--- src/rtl/rv_ctrl_pkg.sv ---
// ============================================================================
// Module      : rv_ctrl_pkg
// Description : Shared types and encodings for the RV32I multi-cycle control FSM.
// Revision    : 1.0  initial release
// ============================================================================
`default_nettype none

package rv_ctrl_pkg;

    typedef enum logic [2:0] {
        ST_FETCH  = 3'd0,
        ST_DECODE = 3'd1,
        ST_EXEC   = 3'd2,
        ST_MEM    = 3'd3,
        ST_WB     = 3'd4,
        ST_HALT   = 3'd5
    } state_e;

    typedef enum logic [3:0] {
        CLS_OP      = 4'd0,
        CLS_OPIMM   = 4'd1,
        CLS_LOAD    = 4'd2,
        CLS_STORE   = 4'd3,
        CLS_BRANCH  = 4'd4,
        CLS_JAL     = 4'd5,
        CLS_JALR    = 4'd6,
        CLS_LUI     = 4'd7,
        CLS_AUIPC   = 4'd8,
        CLS_ILLEGAL = 4'd9
    } instr_cls_e;

    localparam logic [6:0] OPC_LUI    = 7'b0110111;
    localparam logic [6:0] OPC_AUIPC  = 7'b0010111;
    localparam logic [6:0] OPC_JAL    = 7'b1101111;
    localparam logic [6:0] OPC_JALR   = 7'b1100111;
    localparam logic [6:0] OPC_BRANCH = 7'b1100011;
    localparam logic [6:0] OPC_LOAD   = 7'b0000011;
    localparam logic [6:0] OPC_STORE  = 7'b0100011;
    localparam logic [6:0] OPC_OPIMM  = 7'b0010011;
    localparam logic [6:0] OPC_OP     = 7'b0110011;

    localparam logic [31:0] INSTR_ECALL  = 32'h0000_0073;
    localparam logic [31:0] INSTR_EBREAK = 32'h0010_0073;

    localparam logic [1:0] PC_SRC_PLUS4  = 2'd0;
    localparam logic [1:0] PC_SRC_TARGET = 2'd1;
    localparam logic [1:0] PC_SRC_JALR   = 2'd2;

    localparam logic [1:0] WB_SEL_ALU  = 2'd0;
    localparam logic [1:0] WB_SEL_LOAD = 2'd1;
    localparam logic [1:0] WB_SEL_PC4  = 2'd2;
    localparam logic [1:0] WB_SEL_IMM  = 2'd3;

    localparam logic [1:0] HALT_NONE    = 2'd0;
    localparam logic [1:0] HALT_SYS     = 2'd1;
    localparam logic [1:0] HALT_ILLEGAL = 2'd2;
    localparam logic [1:0] HALT_TIMEOUT = 2'd3;

endpackage

`default_nettype wire

--- src/rtl/rv_opcode_decode.sv ---
// ============================================================================
// Module      : rv_opcode_decode
// Description : Classifies the latched instruction and flags halting encodings.
// Revision    : 1.0  initial release
// ============================================================================
`default_nettype none

module rv_opcode_decode
    import rv_ctrl_pkg::*;
(
    input  logic [31:0] instr,
    output logic [3:0]  cls,
    output logic        halt_req,
    output logic [1:0]  halt_cause
);

    instr_cls_e cls_e;

    always_comb begin
        cls_e = CLS_ILLEGAL;
        case (instr[6:0])
            OPC_LUI:    cls_e = CLS_LUI;
            OPC_AUIPC:  cls_e = CLS_AUIPC;
            OPC_JAL:    cls_e = CLS_JAL;
            OPC_JALR:   cls_e = CLS_JALR;
            OPC_BRANCH: cls_e = CLS_BRANCH;
            OPC_LOAD:   cls_e = CLS_LOAD;
            OPC_STORE:  cls_e = CLS_STORE;
            OPC_OPIMM:  cls_e = CLS_OPIMM;
            OPC_OP:     cls_e = CLS_OP;
            default:    cls_e = CLS_ILLEGAL;
        endcase
    end

    // Only the two exact system encodings are a clean stop; other SYSTEM words are illegal.
    always_comb begin
        halt_req   = 1'b0;
        halt_cause = HALT_NONE;
        if (instr == INSTR_ECALL || instr == INSTR_EBREAK) begin
            halt_req   = 1'b1;
            halt_cause = HALT_SYS;
        end else if (cls_e == CLS_ILLEGAL) begin
            halt_req   = 1'b1;
            halt_cause = HALT_ILLEGAL;
        end
    end

    assign cls = cls_e;

endmodule

`default_nettype wire

--- src/rtl/rv_multicycle_ctrl.sv ---
// ============================================================================
// Module      : rv_multicycle_ctrl
// Description : Multi-cycle RV32I control FSM with retire counter and halt logic.
// Revision    : 1.0  initial release
// ============================================================================
`default_nettype none

module rv_multicycle_ctrl
    import rv_ctrl_pkg::*;
#(
    parameter int MEM_TIMEOUT = 0,
    parameter int CNT_W       = 32
) (
    input  logic             clk,
    input  logic             rst,
    input  logic [31:0]      instr,
    input  logic             mem_ready,
    input  logic             br_taken,
    output logic             ir_we,
    output logic             pc_we,
    output logic [1:0]       pc_src,
    output logic             mem_req,
    output logic             mem_we,
    output logic             addr_src,
    output logic             alu_src_a,
    output logic             alu_src_b,
    output logic             rf_we,
    output logic [4:0]       rf_w,
    output logic [1:0]       wb_sel,
    output logic             halted,
    output logic [1:0]       halt_cause,
    output logic [CNT_W-1:0] instret
);

    localparam bit TO_EN = (MEM_TIMEOUT > 0);

    state_e           state_q, state_d;
    logic [1:0]       halt_cause_q, halt_cause_d;
    logic [CNT_W-1:0] instret_q, instret_d;
    logic [31:0]      to_cnt_q, to_cnt_d;

    logic [3:0]  dec_cls;
    logic        dec_halt;
    logic [1:0]  dec_cause;
    instr_cls_e  cls;

    logic ir_we_c, pc_we_c, mem_req_c, mem_we_c, rf_we_c;
    logic retire;
    logic wait_cyc;
    logic timeout_hit;

    rv_opcode_decode u_decode (
        .instr      (instr),
        .cls        (dec_cls),
        .halt_req   (dec_halt),
        .halt_cause (dec_cause)
    );

    assign cls  = instr_cls_e'(dec_cls);
    assign rf_w = instr[11:7];

    // The wait that would bring the counter to the limit is the timeout cycle itself.
    assign wait_cyc    = (state_q == ST_FETCH || state_q == ST_MEM) && !mem_ready;
    assign timeout_hit = TO_EN && wait_cyc && (to_cnt_q == 32'(MEM_TIMEOUT - 1));

    always_comb begin
        state_d      = state_q;
        halt_cause_d = halt_cause_q;
        ir_we_c      = 1'b0;
        pc_we_c      = 1'b0;
        mem_req_c    = 1'b0;
        mem_we_c     = 1'b0;
        rf_we_c      = 1'b0;
        pc_src       = PC_SRC_PLUS4;
        addr_src     = 1'b0;
        alu_src_a    = 1'b0;
        alu_src_b    = 1'b0;
        wb_sel       = WB_SEL_ALU;
        retire       = 1'b0;

        case (state_q)
            ST_FETCH: begin
                if (timeout_hit) begin
                    state_d      = ST_HALT;
                    halt_cause_d = HALT_TIMEOUT;
                end else begin
                    mem_req_c = 1'b1;
                    if (mem_ready) begin
                        ir_we_c = 1'b1;
                        state_d = ST_DECODE;
                    end
                end
            end
            ST_DECODE: begin
                if (dec_halt) begin
                    state_d      = ST_HALT;
                    halt_cause_d = dec_cause;
                end else begin
                    state_d = ST_EXEC;
                end
            end
            ST_EXEC: begin
                case (cls)
                    CLS_OPIMM, CLS_LOAD, CLS_STORE, CLS_JALR: alu_src_b = 1'b1;
                    CLS_AUIPC: begin
                        alu_src_a = 1'b1;
                        alu_src_b = 1'b1;
                    end
                    default: ;
                endcase
                if (cls == CLS_BRANCH) begin
                    pc_we_c = 1'b1;
                    pc_src  = br_taken ? PC_SRC_TARGET : PC_SRC_PLUS4;
                    retire  = 1'b1;
                    state_d = ST_FETCH;
                end else if (cls == CLS_LOAD || cls == CLS_STORE) begin
                    state_d = ST_MEM;
                end else begin
                    state_d = ST_WB;
                end
            end
            ST_MEM: begin
                if (timeout_hit) begin
                    state_d      = ST_HALT;
                    halt_cause_d = HALT_TIMEOUT;
                end else begin
                    mem_req_c = 1'b1;
                    addr_src  = 1'b1;
                    mem_we_c  = (cls == CLS_STORE);
                    if (mem_ready) begin
                        if (cls == CLS_STORE) begin
                            pc_we_c = 1'b1;
                            retire  = 1'b1;
                            state_d = ST_FETCH;
                        end else begin
                            state_d = ST_WB;
                        end
                    end
                end
            end
            ST_WB: begin
                rf_we_c = (rf_w != 5'd0);
                pc_we_c = 1'b1;
                case (cls)
                    CLS_JAL: begin
                        pc_src = PC_SRC_TARGET;
                        wb_sel = WB_SEL_PC4;
                    end
                    CLS_JALR: begin
                        pc_src = PC_SRC_JALR;
                        wb_sel = WB_SEL_PC4;
                    end
                    CLS_LOAD: wb_sel = WB_SEL_LOAD;
                    CLS_LUI:  wb_sel = WB_SEL_IMM;
                    default:  wb_sel = WB_SEL_ALU;
                endcase
                retire  = 1'b1;
                state_d = ST_FETCH;
            end
            default: state_d = ST_HALT;
        endcase
    end

    always_comb begin
        to_cnt_d = '0;
        if (TO_EN && wait_cyc && state_d == state_q) begin
            to_cnt_d = to_cnt_q + 32'd1;
        end
    end

    assign instret_d = instret_q + {{(CNT_W-1){1'b0}}, retire};

    always_ff @(posedge clk or posedge rst) begin
        if (rst) begin
            state_q      <= ST_FETCH;
            halt_cause_q <= HALT_NONE;
            instret_q    <= '0;
            to_cnt_q     <= '0;
        end else begin
            state_q      <= state_d;
            halt_cause_q <= halt_cause_d;
            instret_q    <= instret_d;
            to_cnt_q     <= to_cnt_d;
        end
    end

    // Strobes are forced low for as long as reset is held, even mid-access.
    assign ir_we   = ir_we_c   & ~rst;
    assign pc_we   = pc_we_c   & ~rst;
    assign mem_req = mem_req_c & ~rst;
    assign mem_we  = mem_we_c  & ~rst;
    assign rf_we   = rf_we_c   & ~rst;

    assign halted     = (state_q == ST_HALT);
    assign halt_cause = halt_cause_q;
    assign instret    = instret_q;

endmodule

`default_nettype wire

--- config.mk ---
export PLATFORM = sky130hd
export DESIGN_NAME = rv_multicycle_ctrl
export DESIGN_NICKNAME = d
export VERILOG_FILES = /design/src/rtl/rv_ctrl_pkg.sv /design/src/rtl/rv_opcode_decode.sv /design/src/rtl/rv_multicycle_ctrl.sv
export SDC_FILE = /design/constraint.sdc
export NUM_CORES = 1
export LEC_CHECK = 0
export ABC_AREA = 0
export ABC_CLOCK_PERIOD_IN_PS = 7000
export BUFFER_PORTS_ARGS = -buffer_cell sky130_fd_sc_hd__buf_2
export CORE_MARGIN = 3
export CORE_UTILIZATION = 25
export DETAILED_ROUTE_END_ITERATION = 6
export MAX_ROUTING_LAYER = met4
export PLACE_DENSITY = 0.47
export SLEW_MARGIN = 20
export SYNTH_ARGS = -nofsm -noshare
export SYNTH_HDL_FRONTEND = slang
export SYNTH_HIERARCHICAL = 1
export SYNTH_SLANG_ARGS = --single-unit
--- constraint.sdc ---
create_clock -name clk -period 7 [get_ports clk]
set_clock_uncertainty 0.05 [all_clocks]
set_input_delay 1.05 -clock clk [delete_from_list [all_inputs] [get_ports clk]]
set_output_delay 1.05 -clock clk [all_outputs]
set_load 0.05 [all_outputs]
==> summary.txt, run 1 <==
CTS
  – Clock slew seen by the registers of the worst setup and hold paths: 70 ps
  – Post-CTS Setup Bufs: 0
  – Clk sink count: 37
  – TritonCTS clock tree: built
  – Total CTS buffers: 5
  – CTS Hold Bufs: 0
  – Worst-Skew Late Latency: 280 ps
  – CTS root buffer: clkbuf_8
  – CTS resizes: 0
  – CTS Buffer Depth: 2
  – H-tree levels: 2

Placed design
  – DP Wirelength: 4.45 mm
  – Dpl ws: 2210 ps
  – Port-buffer cells: 86
  – Placer Congestion: 0.787

Setup path
  – R2r worst-path depth: 10
  – Critical path, cell by cell: buf_2 > nand2b_1 > nand2_1 > a31oi_1 > nor3_1 > nor4bb_1 > nand3_1 > nand3_1 > ha_1 > ha_1 > nand4_1 > nor4_1 > nand3_1 > xnor2_1
  – Endpoint type of the worst setup path: register
  – Reg2Reg Setup Slack: 3830 ps
  – Largest stage delay on the critical path: 650 ps
  – Reg2Reg Capture Point: instret[16]
  – CP required: 7110 ps
  – Crit path capture: instret[16]
  – Worst Path Max Fanout: 8
  – CP startpoint kind: input pin
  – RR Startpoint: state_q[1]
  – Critical Path Source: instr[4]
  – Crit path DAT: 4620 ps
  – Cell mode on critical path: nand3_1
  – Worst path slowest cell: nor4_1
  – Type of the worst setup path: in2reg

GRT
  – M1 GR Usage: 0.141
  – Initial antenna violation count: 0
  – Pin count of the biggest net entering global routing: 38
  – Met2 Use GR: 0.192
  – Vias in the first global route: 1981
  – Gr usage total: 0.118
  – Met3 Use GR: 0.0316
  – Grt total ovfl: 0
  – Most Crowded Layer GR: met2
  – First-pass GRT wire length: 9.34 mm

STA
  – Peak Freq: 222 MHz
  – Endpoints failing setup: 0
  – Hold Slack: 430 ps
  – Final hold vios: 0
  – RSZ-0062 raised after global routing: false
  – Max Transition Viols Final: 0
  – Worst-margin pin slew: 818 ps
  – Minimum clock period: 4510 ps
  – Slew HR: 0.450
  – Part of the cycle the worst path needs: 0.644
  – Worst setup margin: 2490 ps
  – Setup_tns: 0 ps

Synth
  – EDFF count, synth: 0
  – Mapped Cells: 233
  – Mapped Area: 2180 sq um
  – Synth Flop Type: dfrtp_1
  – Syn avg cell area: 9.36 sq um
  – Register area share after synthesis: 0.425
  – Synth warn: 6
  – Synth Register Bits: 37
  – Syn Nets: 271
  – Post-synth cell types: 44
  – Asr flop ratio synth: 1.00

Route
  – DRC viols: 0
  – Routed vias: 2055
  – DR WL/cell: 13.4 microns
  – Initial drt markers: 85
  – Final ANT Viol Nets: 0
  – Vias/cell: 4.87
  – Drt first pass iters: 4
  – Total wire length: 5.65 mm

Finish
  – Most common cell after layout, fill and taps aside: buf_2
  – Filler cells: 885
  – Nets: 355
  – Commonest non-fill, non-tap cells in the layout: 86 x buf_2, 37 x dfrtp_1, 22 x xnor2_1
  – Fin util: 0.333
  – Area Overhead vs Synth: 27.5%
  – Layout cells sized above 1: 0.322
  – N_diodes: 0
  – Reg area: 926 sq um
  – Multi-input logic area: 1160 sq um

Floorplanning
  – Initial core utilization: 0.261
  – Die footprint: 9880 sq um
  – Die Ht: 99.4 microns
  – IO Count: 88
  – Core area: 8340 sq um
  – Row cnt: 33
  – Die W: 99.4 microns

Power
  – Power, Total: 637 uW
  – Pwr dens: 229 nW/um^2
  – Maximum vdd ir drop: 0.0844 mV
  – Pleak: 0.00131 uW

Hold path
  – Min-delay src: instret[31]
  – Hold WC Path Type: reg2reg

Run
  – Max cap viols: 0

Outcome
  – Status: finished, final reports clean
-- cell usage after synthesis (2+ instances only) --
| master | n | area share |
|---|---|---|
| or3_1 | 2 | 0.0057 |
| buf_4 | 5 | 0.017 |
| o21ai_0 | 3 | 0.0069 |
| nand2_1 | 19 | 0.033 |
| nor2b_1 | 6 | 0.017 |
| clkbuf_1 | 5 | 0.0086 |
| nor4bb_1 | 2 | 0.0092 |
| nor3_1 | 10 | 0.023 |
| nand3_1 | 16 | 0.037 |
| or4_1 | 2 | 0.0069 |
| nor4_2 | 3 | 0.017 |
| dfrtp_1 | 37 | 0.42 |
| a31oi_1 | 2 | 0.0057 |
| mux2_2 | 2 | 0.010 |
| inv_1 | 10 | 0.017 |
| nor4_1 | 10 | 0.029 |
| nand4_1 | 15 | 0.043 |
| nor2_1 | 12 | 0.021 |
| nand2b_1 | 4 | 0.011 |
| nor3b_1 | 4 | 0.014 |
| xnor2_1 | 22 | 0.088 |
| o311ai_0 | 2 | 0.0080 |
| and3_1 | 6 | 0.017 |
| a21oi_1 | 4 | 0.0092 |
| ha_1 | 2 | 0.011 |
| a2bb2oi_1 | 2 | 0.0080 |
| xor2_1 | 9 | 0.036 |
-- registers in the layout, summed over array words and instances, names as in the netlist --
signal and flops:
halt_cause 2, state_q 3, instret 32
-- cell families (layout without fill, tap and decap cells) --
family	count (synthesis)	count (layout)	synth area share
AOI/OAI and AO/OA	21	21	0.0666
DFF	37	37	0.425
adders and majority gates	2	2	0.0115
xor gates and xnor gates	31	31	0.124
buffers and inverters	20	104	0.0430
muxes	2	2	0.0103
and+or+nand+nor	120	120	0.320
-- stage by stage --
stage               instances  instance area [sq um]
global route              422                   2780
CTS                       422                   2780
global placement          415                   2690
finish                    422                   2780
detailed placement        415                   2690
floorplan                 233                   2180
-- per-layer routing --
layer / up-vias / share of wire
met4: 0 / 0.020
met3: 9 / 0.070
met5: - / 0
li1: 1016 / -
met2: 72 / 0.47
met1: 958 / 0.44
-- layout make-up --
| type | count | area share |
|---|---|---|
| Sequential cell | 37 | 0.333 |
| Inverter | 10 | 0.0135 |
| Timing Repair Buffer | 87 | 0.158 |
| Clock buffer | 7 | 0.0311 |
| Multi-Input combinational cell | 176 | 0.418 |
| Tap cell | 105 | 0.0473 |
-- worst max-delay path, delay by kind of cell --
kind	cells	cell delay [ps]
and+or+nand+nor	9	2730
adders and majority gates	2	480
xor gates and xnor gates	1	160
buffers and inverters	1	130
AOI/OAI and AO/OA	1	70
-- power by group --
group	leakage (uW)	internal [uW]	switching (uW)	total [uW]
Clock	0.0000443	78.1	70.9	149
Sequential	0.000496	237	39.0	276
Combinational	0.000766	59.7	152	212
Total	0.00131	375	262	637
-- worst min path at each step --
stage / to / slack [ps] / cells after the start
2_1_floorplan: state_q[0] / 540 / 3
3_3_place_gp: instret[31] / 410 / 1
6_report: instret[31] / 430 / 1
3_5_place_dp: instret[31] / 420 / 1
5_1_grt: instret[31] / 440 / 1
4_1_cts: instret[31] / 430 / 1
No activity file was read; power rests on OpenSTA's default activity.
==> inputs of run 2 (changes only) <==
Settings changed: ABC_CLOCK_PERIOD_IN_PS 7000 to 4500.
Clock period 7 ns to 4.5 ns, I/O delays scaled along.
==> run 2 against run 1 <==
Net effect:
- sequential share of layout area fell by 0.36 points
- count of clock-buffer cells in the layout did not move
- global-route usage barely moved
==> summary.txt, run 2 (synthesis results as in run 1) <==
Outcome
  – Status: finished, final reports clean

Hold path
  – Hold WC Path Type: reg2reg
  – Hold path depth: 1
  – Hold EP: instret[31]
  – Min-delay src: instret[31]

Power
  – NetSw: 403 uW
  – Switching fraction of total power: 0.409
  – Combinational power share: 0.334
  – Maximum vdd ir drop: 0.118 mV
  – Power, Total: 986 uW
  – Pwr dens: 351 nW/um^2
  – Pleak: 0.00133 uW
  – Int Power: 583 uW
  – Clock power frac: 0.232
  – Power share of the sequential group: 0.434

GRT
  – First-pass GRT wire length: 9.34 mm
  – Gr usage total: 0.118
  – Vias in the first global route: 1982
  – Initial antenna violation count: 0
  – Grt total ovfl: 0
  – Pin count of the biggest net entering global routing: 38

STA
  – Final hold vios: 0
  – Slew HR: 0.549
  – Setup_tns: 0 ps
  – Worst setup margin: 855 ps
  – Minimum clock period: 3650 ps
  – Hold Slack: 422 ps
  – Worst-margin pin slew: 671 ps
  – Part of the cycle the worst path needs: 0.810
  – Peak Freq: 274 MHz
  – Endpoints failing setup: 0
  – Max Transition Viols Final: 0
  – RSZ-0062 raised after global routing: false

Setup path
  – RR Startpoint: state_q[1]
  – CP required: 4610 ps
  – Endpoint type of the worst setup path: register
  – Crit path DAT: 3760 ps
  – R2r worst-path depth: 11
  – Type of the worst setup path: in2reg
  – Worst Path Max Fanout: 6
  – Reg2Reg Setup Slack: 1630 ps
  – Reg2Reg Capture Point: instret[16]
  – CP startpoint kind: input pin

Finish
  – Max FFs per register: 32
  – Layout cells sized above 1: 0.330
  – Area Overhead vs Synth: 28.9%
  – N_diodes: 0
  – Commonest non-fill, non-tap cells in the layout: 86 x buf_2, 37 x dfrtp_1, 22 x xnor2_1
  – Nets: 359
  – Most common cell after layout, fill and taps aside: buf_2
  – Non-filler instance count after layout: 426

CTS
  – TritonCTS clock tree: built
  – Post-CTS Setup Bufs: 0
  – CTS Hold Bufs: 0
  – CTS Buffer Depth: 2
  – Clk sink count: 37
  – Clock slew seen by the registers of the worst setup and hold paths: 70 ps
  – CTS resizes: 0
  – H-tree levels: 2
  – Total CTS buffers: 5
  – Worst-Skew Late Latency: 280 ps
  – CTS root buffer: clkbuf_8

Floorplanning
  – Row cnt: 33
  – Die Ht: 99.4 microns
  – Initial core utilization: 0.261
  – Die W: 99.4 microns
  – Die footprint: 9880 sq um
  – IO Count: 88
  – Core area: 8340 sq um

Run
  – Max cap viols: 0

Route
  – Drt first pass iters: 4
  – Total wire length: 5.73 mm
  – DR WL/cell: 13.4 microns
  – Final ANT Viol Nets: 0
  – DRC viols: 0
  – Vias/cell: 4.85
  – Initial drt markers: 91
  – Routed vias: 2068

Placed design
  – Dpl ws: 580 ps
  – Port-buffer cells: 86
  – Placed Cells incl. Taps: 419
  – Placer Congestion: 0.774
  – DP Wirelength: 4.48 mm
run 2: changes by cell type in the layout (fill, tap and decap cells not counted):
| cell | delta |
|---|---|
| buf_4 | +4 |
run 2: worst max-delay path by stage:
| stage | startpoint | endpoint | slack (ps) | cells after the start |
|---|---|---|---|---|
| after floorplan | instr[2] | pc_src[0] | 410 | 9 |
| after global placement | instr[6] | instret[16] | 560 | 16 |
| after detailed placement | instr[6] | instret[16] | 580 | 16 |
| after CTS | instr[6] | instret[16] | 880 | 16 |
| after global routing | instr[6] | instret[14] | 440 | 16 |
| final | instr[6] | instret[16] | 850 | 16 |
run 2: routing by layer:
metal	part of all wire	track usage
met2	0.46	0.191
met1	0.46	0.150
met4	0.0091	0.0284
met3	0.067	0.0281
met5	0	-
run 2: worst max-delay path, stage by stage:
cell       delay, ps
buf_2            130
nand2b_1         190
o21ai_0          170
a2bb2oi_1         80
nor3_1           510
inv_1            200
nor2_1           170
nand3_1          110
nand3_1          150
ha_1             220
ha_1             250
nand4_1          240
nor4_1           250
buf_4            190
nand3_1           90
xnor2_1          140
run 2: cell type report:
type,instances,area [sq um]
Fill cell,875,5530
Tap cell,105,131
Inverter,10,37.5
Sequential cell,37,926
Clock buffer,7,86.3
Timing Repair Buffer,91,468
Multi-Input combinational cell,176,1160
run 2: through the flow:
step	cell area [sq um]	utilization
final	2810	0.337
after global routing	2810	0.337
after floorplan	2180	-
after detailed placement	2720	0.327
after CTS	2810	0.337
after global placement	2720	0.327
run 2: power by group through the flow:
stage	clock network (uW)	registers, uW	logic [uW]
2_1_floorplan	0	506	168
3_3_place_gp	0	434	334
5_1_grt	256	439	355
3_5_place_dp	0	434	334
6_report	229	428	329
4_1_cts	243	428	335
==> inputs of run 3 (changes only) <==
Settings changed: ABC_AREA 0 to 1, ABC_CLOCK_PERIOD_IN_PS 4500 to 3050.
Clock period 4.5 ns to 3.05 ns, I/O delays scaled along.
==> run 3 against run 2 <==
Net effect:
- cell count up 46%
- final area up 15%
- register-to-register slack worse by 900 ps
- global-route usage up 0.96 points
- sequential share of layout area down 4.4 points
- critical path type unchanged
- flip-flop and latch count unchanged
- clock power up 55%
- area after synthesis up 18%
- combinational power up 77%
==> summary.txt, run 3 <==
Finish
  – Commonest non-fill, non-tap cells in the layout: 131 x nand2_1, 88 x nor2_1, 86 x buf_2
  – Layout cells sized above 1: 0.254
  – N_diodes: 0
  – Filler cells: 1103
  – Reg area: 926 sq um
  – Multi-input logic area: 1440 sq um
  – Fin util: 0.329
  – Fin area: 3250 sq um
  – Nets: 527
  – Area Overhead vs Synth: 26.3%
  – Most common cell after layout, fill and taps aside: nand2_1
  – Max FFs per register: 32

Synth
  – Synth Flop Type: dfrtp_1
  – Register area share after synthesis: 0.360
  – Top area cells in the synthesized netlist: dfrtp_1 36%, nand2_1 19%, nor2_1 13%
  – Syn Nets: 435
  – Yosys top cell by area: dfrtp_1
  – Syn avg cell area: 6.47 sq um
  – Post-synth top cells: 131 x nand2_1, 88 x nor2_1, 43 x inv_1, 37 x dfrtp_1, 26 x nand3_1
  – Mapped Cells: 397
  – EDFF count, synth: 0
  – Post-synth cell types: 25
  – Asr flop ratio synth: 1.00
  – Dominant cell by count in the synthesized netlist: nand2_1
  – Synth Register Bits: 37
  – Yosys top cell area share: 0.360
  – Synth warn: 6
  – Mapped Area: 2570 sq um

GRT
  – Met2 Use GR: 0.212
  – Pin count of the biggest net entering global routing: 20
  – Met3 Use GR: 0.0252
  – First-pass GRT wire length: 11.5 mm
  – Initial antenna violation count: 0
  – Most Crowded Layer GR: met2
  – Vias in the first global route: 2449
  – Gr usage total: 0.128
  – Grt total ovfl: 0
  – M1 GR Usage: 0.163

Power
  – Pwr dens: 479 nW/um^2
  – Pleak: 0.00158 uW
  – Maximum vdd ir drop: 0.228 mV

STA
  – RSZ-0062 raised after global routing: false
  – Worst-margin pin slew: 685 ps
  – Slew HR: 0.543
  – Hold Slack: 269 ps
  – Final hold vios: 0
  – Endpoints failing setup: 0
  – Minimum clock period: 2680 ps
  – Max Transition Viols Final: 0
  – Setup_tns: 0 ps
  – Peak Freq: 373 MHz
  – Part of the cycle the worst path needs: 0.880

Floorplanning
  – Die W: 107 microns
  – Row cnt: 36
  – Initial core utilization: 0.261
  – Die Ht: 107 microns
  – Core area: 9860 sq um
  – Die footprint: 11500 sq um
  – IO Count: 88

Setup path
  – Critical Path Source: instr[3]
  – CP startpoint kind: input pin
  – Crit path capture: instret[18]
  – Worst Path Max Fanout: 4
  – Crit path DAT: 2820 ps
  – R2r worst-path depth: 12
  – CP required: 3190 ps
  – Endpoint type of the worst setup path: register
  – RR Startpoint: state_q[1]
  – Critical path, cell by cell: buf_2 > inv_1 > nand2_1 > nor2_2 > nand2_1 > nand4_2 > nand2_1 > nor2_1 > nand2_1 > nor2_1 > nor2_1 > nand2_1 > ha_1 > ha_1 > inv_1 > nor2_2 > nand3b_1 > o21ai_0 > nand2_1
  – Type of the worst setup path: in2reg
  – Reg2Reg Setup Slack: 730 ps
  – Cell mode on critical path: nand2_1
  – Largest stage delay on the critical path: 240 ps
  – Worst path slowest cell: ha_1
  – Reg2Reg Capture Point: instret[18]

Hold path
  – Hold WC Path Type: in2async

CTS
  – Clock slew seen by the registers of the worst setup and hold paths: 80 ps
  – TritonCTS clock tree: built
  – Clk sink count: 37
  – Post-CTS Setup Bufs: 0
  – CTS Hold Bufs: 0
  – CTS root buffer: clkbuf_8
  – Total CTS buffers: 5
  – CTS Buffer Depth: 2
  – Worst-Skew Late Latency: 290 ps
  – CTS resizes: 0
  – H-tree levels: 2

Placed design
  – DP Wirelength: 5.94 mm
  – Post-DP Area: 3160 sq um
  – Placer Congestion: 0.858
  – Port-buffer cells: 86

Outcome
  – Status: finished, final reports clean

Route
  – Final ANT Viol Nets: 0
  – Drt first pass iters: 4
  – Routed vias: 2633
  – Total wire length: 6.97 mm
  – DRC viols: 0
  – Initial drt markers: 76
  – Vias/cell: 4.23
  – DR WL/cell: 11.2 microns

Run
  – Max cap viols: 0
-- run 3: cell types whose count changed in the layout (fill, tap and decap cells not counted), moves of 5 or more --
cell | before | now
nor2_2 | 0 | 10
nor4_1 | 10 | 0
xnor2_1 | 22 | 7
nand3_1 | 16 | 26
nand2_2 | 0 | 10
nor2_4 | 0 | 5
nand4_1 | 15 | 4
nor3_1 | 10 | 4
nand2_1 | 19 | 131
and3_1 | 6 | 1
nor2_1 | 12 | 88
nor2b_1 | 6 | 0
inv_1 | 10 | 43
-- run 3: routing by layer --
layer / wire length [microns] / vias to the layer above
met5: 0 / -
met2: 3300 / 51
met3: 304 / 2
met1: 3320 / 1173
li1: - / 1407
met4: 42 / 0
-- run 3: through the flow --
| step | instances | worst slack, ps | power [uW] |
|---|---|---|---|
| floorplan | 397 | 225 | 1060 |
| global placement | 615 | 69.7 | 1220 |
| detailed placement | 615 | 6.25 | 1220 |
| CTS | 622 | 325 | 1580 |
| global route | 622 | 60.4 | 1660 |
| finish | 622 | 366 | 1560 |
-- run 3: kinds of logic (layout without fill, tap and decap cells) --
kind of cell,count (synthesis),count (layout),share of synthesized area
compound gates,11,11,0.0248
xor+xnor,15,15,0.0511
fa+ha+maj,2,2,0.00974
buf+inv,49,141,0.0789
flops,37,37,0.360
simple gates,283,283,0.475
-- run 3: critical path: cells and delay by family --
| kind | cells | cell delay (ps) |
|---|---|---|
| compound gates | 1 | 170 |
| fa+ha+maj | 2 | 400 |
| buf+inv | 3 | 270 |
| simple gates | 13 | 1520 |
-- run 3: worst min path at each step --
stage,end,from
final,instret[10],rst
after global routing,instret[10],rst
after CTS,instret[10],rst
after detailed placement,halt_cause[0],halt_cause[0]
after global placement,halt_cause[0],halt_cause[0]
after floorplan,state_q[2],mem_ready
-- run 3: power breakdown --
part           internal, uW  switching [uW]
combinational           148             434
sequential              548            72.1
clock                   179             174
-- run 3: area by class of cell --
| cell class | count | share of cell area |
|---|---|---|
| Tap cell | 133 | 0.0513 |
| Sequential cell | 37 | 0.285 |
| Inverter | 44 | 0.0509 |
| Timing Repair Buffer | 90 | 0.142 |
| Clock buffer | 7 | 0.0266 |
| Multi-Input combinational cell | 311 | 0.444 |
